--- config.mk ---
export PLATFORM = sky130hd
export DESIGN_NAME = button_debounce_edge_flat
export DESIGN_NICKNAME = d
export VERILOG_FILES = /design/src/rtl/button_debounce_edge_if.sv /design/src/rtl/button_debounce_edge.sv /design/src/flat_wrapper.sv
export SDC_FILE = /design/constraint.sdc
export NUM_CORES = 1
export LEC_CHECK = 0
export ABC_AREA = 1
export CAP_MARGIN = 25
export CORE_ASPECT_RATIO = 1.25
export CORE_MARGIN = 2
export CORE_UTILIZATION = 54
export DETAILED_ROUTE_END_ITERATION = 6
export GPL_ROUTABILITY_DRIVEN = 0
export PLACE_DENSITY = 0.8
export SLEW_MARGIN = 20
export SYNTH_ARGS = -nofsm -noshare
export SYNTH_HDL_FRONTEND = slang
export SYNTH_SLANG_ARGS = --single-unit
--- constraint.sdc ---
create_clock -name i_clk -period 2 [get_ports i_clk]
set_input_delay 0.6 -clock i_clk [delete_from_list [all_inputs] [get_ports i_clk]]
set_output_delay 0.6 -clock i_clk [all_outputs]
set_load 0.1 [all_outputs]
--- src/rtl/button_debounce_edge_if.sv ---
// Channel bundle for the debouncer: raw inputs in, clean level and edge pulses out.
// dbg_state carries each channel's FSM state, two bits per channel, channel 0 in the LSBs.
`timescale 1ns/1ps
interface button_debounce_edge_if #(
  parameter int par_N_channels = 4
);
  logic [par_N_channels-1:0]   i_raw;
  logic [par_N_channels-1:0]   o_level;
  logic [par_N_channels-1:0]   o_rise;
  logic [par_N_channels-1:0]   o_fall;
  logic [2*par_N_channels-1:0] dbg_state;

  // No handshake: i_raw is sampled every clock; o_level/o_rise/o_fall are registered
  // and valid every cycle; o_rise/o_fall are single-cycle strobes.
  modport master (
    output i_raw,
    input  o_level,
    input  o_rise,
    input  o_fall,
    input  dbg_state
  );

  modport slave (
    input  i_raw,
    output o_level,
    output o_rise,
    output o_fall,
    output dbg_state
  );
endinterface

--- src/rtl/button_debounce_edge.sv ---
// Multi-channel push-button debouncer: 2-FF synchronizer, hold-time qualifying FSM
// and registered level / rise / fall outputs per channel.
`timescale 1ns/1ps
module button_debounce_edge #(
  parameter int par_N_channels      = 4,
  parameter int par_T_debounce_val  = 4,
  parameter int par_T_debounce_bits = $clog2(par_T_debounce_val)
) (
  input  logic                  i_clk,
  input  logic                  i_rst_n,
  button_debounce_edge_if.slave bus
);
  localparam logic [1:0] ST_LO     = 2'd0;
  localparam logic [1:0] ST_CHK_HI = 2'd1;
  localparam logic [1:0] ST_HI     = 2'd2;
  localparam logic [1:0] ST_CHK_LO = 2'd3;

  localparam int unsigned T_LAST = par_T_debounce_val - 1;
  localparam logic [par_T_debounce_bits-1:0] T_MAX = T_LAST[par_T_debounce_bits-1:0];

  logic [par_N_channels-1:0]   level_d;
  logic [par_N_channels-1:0]   rise_d;
  logic [par_N_channels-1:0]   fall_d;
  logic [par_N_channels-1:0]   level_q;
  logic [par_N_channels-1:0]   rise_q;
  logic [par_N_channels-1:0]   fall_q;
  logic [2*par_N_channels-1:0] state_vec;

  for (genvar g = 0; g < par_N_channels; g++) begin : g_ch
    logic                           s1;
    logic                           s_x;
    logic [1:0]                     state;
    logic [1:0]                     state_nx;
    logic [par_T_debounce_bits-1:0] timer;

    always_comb begin
      state_nx = state;
      case (state)
        ST_LO:     if (s_x) state_nx = ST_CHK_HI;
        ST_CHK_HI: begin
          if (!s_x)                state_nx = ST_LO;
          else if (timer == T_MAX) state_nx = ST_HI;
        end
        ST_HI:     if (!s_x) state_nx = ST_CHK_LO;
        ST_CHK_LO: begin
          if (s_x)                 state_nx = ST_HI;
          else if (timer == T_MAX) state_nx = ST_LO;
        end
        default:   state_nx = ST_LO;
      endcase
    end

    always_ff @(posedge i_clk or negedge i_rst_n) begin
      if (!i_rst_n) begin
        s1    <= 1'b0;
        s_x   <= 1'b0;
        state <= ST_LO;
        timer <= '0;
      end else begin
        s1    <= bus.i_raw[g];
        s_x   <= s1;
        state <= state_nx;
        // Timer measures time spent in the current state; it only matters in the CHK states.
        if (state_nx != state)  timer <= '0;
        else if (timer != T_MAX) timer <= timer + 1'b1;
      end
    end

    // Outputs are registered from the next state so they change on the transition edge itself.
    assign level_d[g] = (state_nx == ST_HI) || (state_nx == ST_CHK_LO);
    assign rise_d[g]  = (state == ST_CHK_HI) && (state_nx == ST_HI);
    assign fall_d[g]  = (state == ST_CHK_LO) && (state_nx == ST_LO);
    assign state_vec[2*g +: 2] = state;
  end

  always_ff @(posedge i_clk or negedge i_rst_n) begin
    if (!i_rst_n) begin
      level_q <= '0;
      rise_q  <= '0;
      fall_q  <= '0;
    end else begin
      level_q <= level_d;
      rise_q  <= rise_d;
      fall_q  <= fall_d;
    end
  end

  assign bus.o_level   = level_q;
  assign bus.o_rise    = rise_q;
  assign bus.o_fall    = fall_q;
  assign bus.dbg_state = state_vec;
endmodule

--- src/flat_wrapper.sv ---
// flat-port wrapper written by rule: the top's interface ports become plain ports
module button_debounce_edge_flat 
#(
  parameter int par_N_channels      = 4,
  parameter int par_T_debounce_val  = 4,
  parameter int par_T_debounce_bits = $clog2(par_T_debounce_val)
)
  (i_clk, i_rst_n, bus_i_raw, bus_o_level, bus_o_rise, bus_o_fall, bus_dbg_state);
  button_debounce_edge_if #(.par_N_channels(par_N_channels)) bus_i ();
  input  logic i_clk;
  input  logic i_rst_n;
  input wire logic [$bits(bus_i.i_raw)-1:0] bus_i_raw;
  output wire logic [$bits(bus_i.o_level)-1:0] bus_o_level;
  output wire logic [$bits(bus_i.o_rise)-1:0] bus_o_rise;
  output wire logic [$bits(bus_i.o_fall)-1:0] bus_o_fall;
  output wire logic [$bits(bus_i.dbg_state)-1:0] bus_dbg_state;
  assign bus_i.i_raw = bus_i_raw;
  assign bus_o_level = bus_i.o_level;
  assign bus_o_rise = bus_i.o_rise;
  assign bus_o_fall = bus_i.o_fall;
  assign bus_dbg_state = bus_i.dbg_state;
  button_debounce_edge #(.par_N_channels(par_N_channels), .par_T_debounce_val(par_T_debounce_val), .par_T_debounce_bits(par_T_debounce_bits)) u_core (.i_clk(i_clk), .i_rst_n(i_rst_n), .bus(bus_i));
endmodule
==> results.txt <==
Unrepaired setup endpoints after global routing - false
Worst path top cell family by delay - flip-flops
Vias in the first global route - 1008
FF-to-FF Start - u_core.g_ch[2].timer[0]
Setup tns final - 0 ns
DR vias/cell - 5.032
Crit. Startpoint - u_core.g_ch[2].state[0]
Post-Syn Instances - 124
Largest net degree at the start of global routing - 37
Critical Path Slowest Stage Cell - dfrtp_1
DR pass1 iterations - 4
Post-CTS Setup Bufs - 0
CP arrival - 0.99 ns
Final net count - 167
Root Driver - clkbuf_4
Final min period - 1.592 ns
Top cells by area, synth - dfrtp_1, nand2_2, a21boi_0
Clock-pin slew on the worst setup and hold paths - 0.10 ns
Clk Latency, worst-skew pair - 0.33 ns
Post-CTS sizing - 0
Final hold violation count - 0
Period utilisation layout - 0.7960
Die area - 0.003021 mm2
Kind of critical path - reg2out
Core Footprint - 0.002452 mm2
Setup violators final - 0
Port Buf Inserts - 25
Yosys top cell by area - dfrtp_1
CTS tree - yes
Critical Path RT - 1.40 ns
Cell row count - 20
Sink Count - 36
Max stage delay on crit path - 0.46 ns
Drt wl/cell - 12.89 um
Inserted Diodes - 0
Filler cell count - 165
Yosys reg bits - 36
Max Cap Violations - 0
Hold Path Class - reg2reg
H-tree levels - 2
Hold buffers post-CTS - 0
Via count - 956
Worst-Margin Slew - 0.4316 ns
HP Start - u_core.g_ch[1].s1
Max Clock Freq - 0.6281 GHz
Total wire length - 2450 um
R2r endpoint - u_core.bus.o_fall[2]
Residual DRC count - 0
Share of layout cells above drive strength 1 - 0.3376
Area grow syn2layout - 38.93%
Synth unique cells - 14
Die Wd - 49.57 um
Drt first-iter violations - 23
Clk buf depth - 2
Worst clock skew - 0.008267 ns
Total grt overflow - 0
Worst rel slew slack - 0.7123
Max-slew violations - 0
Crit path buf inv count - 1
Synth Net Count - 134
Worst setup SP type - flop
R2R cell count - 6
First-pass GRT wire length - 4160 um
Worst setup EP type - output port
CP Depth - 1
Outcome - finished clean
GR Util All Layers - 0.1895
Number of buffers created by CTS - 5
Die H - 60.96 um
Worst setup path end - bus_dbg_state[4]
Warnings, synthesis - 0
DRT antenna net count - 0
DP HPWL - 1865 um
Initial antenna violation count - 0
Initial core utilization - 0.5714
Reg2reg setup slack - 0.85 ns
# IOs - 26
Syn Std Cell Area - 0.001401 mm2
Critical Path Fanout Max - 4
Critical-path cell list - buf_12
Mapped Avg Cell Area - 11.30 um2
Sequential fraction of the synthesis area - 0.6429
Synth top area share - 0.6429
-- metal layers --
| layer | vias up | global-route usage | wire, um |
|---|---|---|---|
| met5 | - | 0 | 0 |
| met1 | 464 | 0.1953 | 899 |
| met4 | 0 | 0.1071 | 51 |
| li1 | 451 | - | - |
| met3 | 9 | 0.06404 | 134 |
| met2 | 32 | 0.3410 | 1365 |
-- cell usage in the layout (no fill, tap or decap) --
| cell | count |
|---|---|
| dfrtp_1 | 36 |
| buf_12 | 20 |
| nand2_1 | 14 |
| inv_1 | 12 |
| nand2_2 | 10 |
| inv_2 | 8 |
| a21boi_0 | 8 |
| a21oi_1 | 8 |
| clkbuf_4 | 5 |
| clkdlybuf4s50_1 | 5 |
| o21ai_2 | 4 |
| nor2_1 | 4 |
| nor2_2 | 4 |
| nand3_1 | 4 |
| nand3b_1 | 4 |
| xor2_1 | 4 |
| ha_1 | 4 |
| clkbuf_1 | 1 |
| clkinv_2 | 1 |
| buf_4 | 1 |
-- stage by stage --
| step | util | cell area, um2 | cells | hold WS (ns) | worst slack, ns |
|---|---|---|---|---|---|
| floorplan | - | 1401 | 124 | 0.3044 | 0.4616 |
| global placement | 0.7750 | 1901 | 183 | 0.3320 | 0.6530 |
| detailed placement | 0.7750 | 1901 | 183 | 0.3403 | 0.6306 |
| CTS | 0.7939 | 1947 | 190 | 0.3579 | 0.3857 |
| global route | 0.7939 | 1947 | 190 | 0.3676 | 0.3581 |
| finish | 0.7939 | 1947 | 190 | 0.3523 | 0.4080 |
-- final cells by class --
cell class                      instances  area, um2  share of cell area
Clock buffer                            6      41.29             0.02121
Clock inverter                          1      5.005            0.002571
Inverter                               20      75.07             0.03856
Multi-Input combinational cell         68      425.4              0.2185
Sequential cell                        36      900.9              0.4627
Tap cell                               33      41.29             0.02121
Timing Repair Buffer                   26      457.9              0.2352
-- how the worst min path moves through the flow --
stage | end | slack (ns) | cells past startpoint
2_1_floorplan | u_core.bus.o_fall[0] | 0.30 | 0
3_3_place_gp | u_core.g_ch[0].s_x | 0.33 | 0
3_5_place_dp | u_core.g_ch[1].s_x | 0.34 | 0
4_1_cts | u_core.g_ch[1].s_x | 0.36 | 0
5_1_grt | u_core.g_ch[3].s_x | 0.37 | 0
6_report | u_core.g_ch[1].s_x | 0.35 | 0
-- kinds of logic (layout without fill, tap and decap cells) --
| family | Yosys count | after routing | synth area share |
|---|---|---|---|
| buf+inv | 20 | 53 | 0.05357 |
| xor+xnor | 4 | 4 | 0.02500 |
| flops | 36 | 36 | 0.6429 |
| simple gates | 40 | 40 | 0.1464 |
| fa+ha+maj | 4 | 4 | 0.03572 |
| compound gates | 20 | 20 | 0.09643 |
-- registers in the layout (all words and copies together) (netlist names) --
| signal | cells |
|---|---|
| u_core.g_ch.state | 8 |
| u_core.g_ch.timer | 8 |
| u_core.bus.o_fall | 4 |
| u_core.bus.o_level | 4 |
| u_core.bus.o_rise | 4 |
| u_core.g_ch.s1 | 4 |
| u_core.g_ch.s_x | 4 |
-- cell usage after synthesis, drive strengths merged --
library cell   n
nand3b         4
a21oi          8
nor2           8
o21ai          4
xor2           4
nand3          4
nand2         24
ha             4
inv           20
a21boi         8
dfrtp         36
Power is not shown: default switching activity piles up to over one toggle a cycle in this logic, so the estimate is an artifact.
